===== config.mk =====
export PLATFORM = sky130hd
export DESIGN_NAME = id_ex_pipe
export DESIGN_NICKNAME = d
export VERILOG_FILES = /design/src/rtl/id_ex_pipe.sv
export SDC_FILE = /design/constraint.sdc
export NUM_CORES = 1
export LEC_CHECK = 0
export CAP_MARGIN = 20
export CORE_MARGIN = 1.5
export CORE_UTILIZATION = 38
export DETAILED_ROUTE_END_ITERATION = 12
export PLACE_DENSITY = 0.77
export SLEW_MARGIN = 30
export SYNTH_ARGS = -nofsm -noshare
export SYNTH_HDL_FRONTEND = slang
export SYNTH_SLANG_ARGS = --single-unit

===== constraint.sdc =====
create_clock -name clk -period 2 [get_ports clk]
set_clock_uncertainty 0.2 [all_clocks]
set_input_delay 0.6 -clock clk [delete_from_list [all_inputs] [get_ports clk]]
set_output_delay 0.6 -clock clk [all_outputs]
set_load 0.02 [all_outputs]

===== src/rtl/id_ex_pipe.sv =====
// ID->EX pipeline register: valid/ready handshake, synchronous flush, bubble zeroing, saturating stall counter.
// Optional feature macro: ID_EX_SKID_EN adds a skid entry so id_ready is driven from a flop.
module id_ex_pipe #(
  parameter int DATA_W   = 32,
  parameter int ADDR_W   = 5,
  parameter int ALUOP_W  = 8,
  parameter int ALUSEL_W = 3,
  parameter int CNT_W    = 16
) (
  input  logic                clk,
  input  logic                rst,
  input  logic                flush,
  input  logic                id_valid,
  output logic                id_ready,
  input  logic [ALUOP_W-1:0]  id_aluop,
  input  logic [ALUSEL_W-1:0] id_alusel,
  input  logic [DATA_W-1:0]   id_reg1,
  input  logic [DATA_W-1:0]   id_reg2,
  input  logic [ADDR_W-1:0]   id_wd,
  input  logic                id_wreg,
  output logic                ex_valid,
  input  logic                ex_ready,
  output logic [ALUOP_W-1:0]  ex_aluop,
  output logic [ALUSEL_W-1:0] ex_alusel,
  output logic [DATA_W-1:0]   ex_reg1,
  output logic [DATA_W-1:0]   ex_reg2,
  output logic [ADDR_W-1:0]   ex_wd,
  output logic                ex_wreg,
  output logic [CNT_W-1:0]    stall_cnt
);

  localparam logic [ALUOP_W-1:0]  EXE_NOP_OP   = '0;
  localparam logic [ALUSEL_W-1:0] EXE_RES_NOP  = '0;
  localparam logic [DATA_W-1:0]   ZeroWord     = '0;
  localparam logic                WriteDisable = 1'b0;

  typedef struct packed {
    logic [ALUOP_W-1:0]  aluop;
    logic [ALUSEL_W-1:0] alusel;
    logic [DATA_W-1:0]   reg1;
    logic [DATA_W-1:0]   reg2;
    logic [ADDR_W-1:0]   wd;
    logic                wreg;
  } pl_t;

  typedef enum logic [1:0] {
    EMPTY = 2'd0,
    ONE   = 2'd1,
    TWO   = 2'd2
  } state_e;

  state_e           state_q, state_d;
  pl_t              main_q, main_d;
  pl_t              in_pl;
  logic [CNT_W-1:0] cnt_q, cnt_d;
  logic             valid_w, acc, pop;

  assign in_pl = '{aluop: id_aluop, alusel: id_alusel, reg1: id_reg1,
                   reg2: id_reg2, wd: id_wd, wreg: id_wreg};

  assign valid_w = (state_q != EMPTY);
  assign pop     = valid_w && ex_ready;
  assign acc     = id_valid && id_ready && !flush;

`ifdef ID_EX_SKID_EN
  pl_t  skid_q, skid_d;
  logic skid_full_q, skid_full_d;

  // Registered ready: EX backpressure never reaches ID combinationally.
  assign id_ready    = !skid_full_q;
  assign skid_full_d = (state_d == TWO);
`else
  assign id_ready = !valid_w || ex_ready;
`endif

  always_comb begin
    state_d = state_q;
    main_d  = main_q;
`ifdef ID_EX_SKID_EN
    skid_d  = skid_q;
`endif
    if (flush) begin
      // A pop in this cycle still completes; everything held is discarded.
      state_d = EMPTY;
      main_d  = '0;
`ifdef ID_EX_SKID_EN
      skid_d  = '0;
`endif
    end else begin
      case (state_q)
        EMPTY: begin
          if (acc) begin
            state_d = ONE;
            main_d  = in_pl;
          end
        end
        ONE: begin
          if (pop && !acc) begin
            state_d = EMPTY;
            main_d  = '0;
          end else if (pop && acc) begin
            main_d  = in_pl;
`ifdef ID_EX_SKID_EN
          end else if (acc) begin
            state_d = TWO;
            skid_d  = in_pl;
`endif
          end
        end
`ifdef ID_EX_SKID_EN
        TWO: begin
          if (pop) begin
            state_d = ONE;
            main_d  = skid_q;
            skid_d  = '0;
          end
        end
`endif
        default: begin
          state_d = EMPTY;
          main_d  = '0;
        end
      endcase
    end
  end

  always_comb begin
    cnt_d = cnt_q;
    if (valid_w && !ex_ready && (cnt_q != '1))
      cnt_d = cnt_q + CNT_W'(1);
  end

  always_ff @(posedge clk) begin
    if (rst) begin
      state_q <= EMPTY;
      main_q  <= '0;
      cnt_q   <= '0;
    end else begin
      state_q <= state_d;
      main_q  <= main_d;
      cnt_q   <= cnt_d;
    end
  end

`ifdef ID_EX_SKID_EN
  always_ff @(posedge clk) begin
    if (rst) begin
      skid_q      <= '0;
      skid_full_q <= 1'b0;
    end else begin
      skid_q      <= skid_d;
      skid_full_q <= skid_full_d;
    end
  end
`endif

  // Bubbles present an all-zero NOP regardless of register contents.
  assign ex_valid  = valid_w;
  assign ex_aluop  = valid_w ? main_q.aluop  : EXE_NOP_OP;
  assign ex_alusel = valid_w ? main_q.alusel : EXE_RES_NOP;
  assign ex_reg1   = valid_w ? main_q.reg1   : ZeroWord;
  assign ex_reg2   = valid_w ? main_q.reg2   : ZeroWord;
  assign ex_wd     = valid_w ? main_q.wd     : '0;
  assign ex_wreg   = valid_w ? main_q.wreg   : WriteDisable;
  assign stall_cnt = cnt_q;

endmodule


==> results.py <==
metrics = {
    "cells_and_area": {
        "syn_to_final_growth_pct": 76.5,
        "fillers": 799,
        "antenna_cells": 0,
        "nets": 756,
        "fin_util_pct": 69.1,
        "instances_no_fill": 810,
        "design_area_um2": 7170,
        "final_layout_size_suffix_gt1_share_pct": 36.9,
    },
    "floorplan": {
        "fp-row-count": 37,
        "dieHeight_um": 106,
        "io_pins": 185,
        "core-area_um2": 10400,
        "start_util_pct": 39.2,
        "die_w_um": 106,
        "die_area_um2": 11300,
    },
    "clock_network": {
        "cts.htree.levels": 3,
        "cts-root-buf": "clkbuf_8",
        "cts_buffer_depth": 2,
        "cts_made_buffers": 9,
        "cts_tree": "yes",
        "clkTransAtPathRegs_ns": 0.09,
        "clock_latency_ns": 0.35,
        "clock-sinks": 98,
    },
    "critical_path": {
        "crit_fanout": 6,
        "crit_path_end_kind": "output port",
        "cp_data_required_time_ns": 1.20,
        "crit_buf_inv": 4,
        "worstPathArrival_ns": 1.40,
        "crit_family": "buffers and inverters",
        "cp_cell_sequence": "buf_12, buf_16, buf_6, and2_4, buf_6",
        "critPathMaxStageDelay_ns": 0.40,
        "slowest_stage": "dfxtp_4",
        "crit_type": "flip-flop to output port",
        "startpoint_type": "flip-flop",
        "path_common_cell": "buf_6",
    },
    "run_status": {
        "violations": "negative setup slack",
        "run_status": "complete, but fails checks",
    },
    "detailed_routing": {
        "drc": 0,
        "wl_per_cell_um": 17.7,
        "drt_iter0_markers": 222,
        "vias": 4295,
        "postRouteAntennaNets": 0,
        "wirelength_um": 14300,
        "vias_per_cell": 5.30,
        "first_pass_iters": 4,
    },
    "pwr": {
        "ir_drop_mv": 0.332,
        "clock_power_share_pct": 32.0,
        "p_switching_mw": 0.990,
        "internal-power_mw": 2.82,
        "swShare_pct": 26.0,
        "p_leak_nw": 2.93,
        "p_seq_share_pct": 52.7,
        "p_per_area_nw_per_um2": 531,
        "p_total_mw": 3.81,
        "combPwrFrac_pct": 15.3,
    },
    "synthesis": {
        "ys_seq_elements": 98,
        "seq_area_frac_synth_pct": 48.3,
        "post-synth-top-count-cell": "dfxtp_1",
        "synth_cell_type_count": 35,
        "synthTopCellsByArea": "dfxtp_1 (48%), a22oi_1 (15%), and2_1 (13%)",
        "syn_area_um2": 4060,
        "yosysTopAreaCell": "dfxtp_1",
        "ys.flop_type": "dfxtp_1",
        "synth_top_area_share_pct": 48.3,
        "synthArstFlopShare_pct": 0,
        "syn_area_per_cell_um2": 8.77,
        "synth_warnings": 0,
        "syn_inst": 463,
        "synth-edff-count": 0,
        "synth_commonest_cells": "dfxtp_1 (98), nor2_1 (89), and2_1 (82)",
        "synth.net_count": 550,
    },
    "global_route": {
        "grt_pass1_wl_um": 20500,
        "grtUsageTotal_pct": 22.7,
        "antenna_found_initial": 0,
        "overflow": 0,
        "grt_pass1_vias": 4185,
        "grt_max_degree": 61,
    },
    "placement": {
        "place_inst": 764,
        "preCtsSetupSlack_ns": -0.762,
        "place_congestion": 0.856,
        "placed_area_um2": 6170,
        "post-dp-hpwl_um": 7910,
        "port_buffers": 184,
    },
    "sta": {
        "slew_viol_final": 0,
        "fmax_mhz": 455,
        "tns_ns": -6.70,
        "period_share_pct": 110,
        "hold_violations": 0,
        "fin_hold_ws_ns": 0.304,
        "worst-slew-pin-transition_ns": 0.497,
        "setup_viol": 79,
        "slew_headroom_pct": 66.6,
        "rsz0062_at_grt": "true",
        "fin_ws_ns": -0.197,
        "finalCriticalPeriod_ns": 2.20,
    },
    "run": {
        "cap_violations": 0,
    },
    "min_path": {
        "hp-class": "flip-flop to flip-flop",
    },
}
## timing repair
action	in CTS	in global routing
cloned	7	3
pin swaps	7	14
setup buffers	15	11
resized for setup	500	135
hold buffers	0	0
setup endpoints to repair	190	122
## cell type report
type	count	area [µm²]	area share, %
inverters	4	15.0	0.209
clock buffers	10	138	1.92
flip-flops and latches	98	1970	27.5
repair buffers	234	2540	35.4
well taps	136	170	2.37
clock inverters	6	48.8	0.681
multi-input cells	322	2280	31.9
## cells by family (layout without fill, tap and decap cells)
family	after synthesis	in the layout	share of synthesized area (%)
multiplexers	4	4	1.11
AO/OA/AOI/OAI	105	105	18.7
adder cells (fa/ha/maj)	1	1	0.308
AND/OR/NAND/NOR	212	212	27.4
flip-flops	98	98	48.3
buffers and inverters	43	254	4.16
## cell usage in the layout, fill, tap and decap left out, types with 5 or more instances in the layout
| cell type | n |
|---|---|
| dfxtp_1 | 91 |
| buf_12 | 9 |
| buf_4 | 33 |
| dlygate4sd2_1 | 11 |
| nand2_1 | 5 |
| and2_1 | 16 |
| buf_6 | 81 |
| a21oi_1 | 7 |
| or3_1 | 5 |
| and2_4 | 66 |
| clkdlybuf4s15_1 | 5 |
| nor2_1 | 88 |
| a22oi_1 | 81 |
| dfxtp_2 | 6 |
| clkbuf_8 | 10 |
| clkdlybuf4s50_1 | 84 |
## worst paths after layout
| kind | cells after the start | to | startpoint | slack (ns) |
|---|---|---|---|---|
| setup reg to reg | 7 | stall_cnt[10] | state_q[0] | -0.17 |
| setup / recovery | 5 | ex_reg1[12] | state_q[0] | -0.20 |
| hold reg to reg | 2 | main_q[59] | main_q[59] | 0.30 |
| hold / removal | 2 | main_q[59] | main_q[59] | 0.30 |
## metal layers
metal / GRT usage [%] / part of all wire, % / vias up
li1: - / - / 2021
met1: 27.6 / 41 / 2093
met3: 3.62 / 5.8 / 19
met4: 8.59 / 1.5 / 0
met5: 0 / 0 / -
met2: 40.2 / 52 / 162
## registers in the layout (all words and copies together), names as in the netlist
name	cells
state_q	1
main_q	81
stall_cnt	16
## worst min-delay path, stage by stage, from the launching register on
cell	delay (ns)
dfxtp_1	0.34
a22oi_1	0.07
nor2_1	0.07
## power groups by stage
stage | logic [mW] | clock network [mW] | registers, mW
floorplan | 0.196 | 0 | 2.05
CTS | 0.536 | 1.26 | 2.01
detailed placement | 0.458 | 0 | 2.05
global route | 0.621 | 1.33 | 2.01
finish | 0.583 | 1.22 | 2.01
global placement | 0.451 | 0 | 2.05
Note: power is estimated with default switching activity, not from simulation.
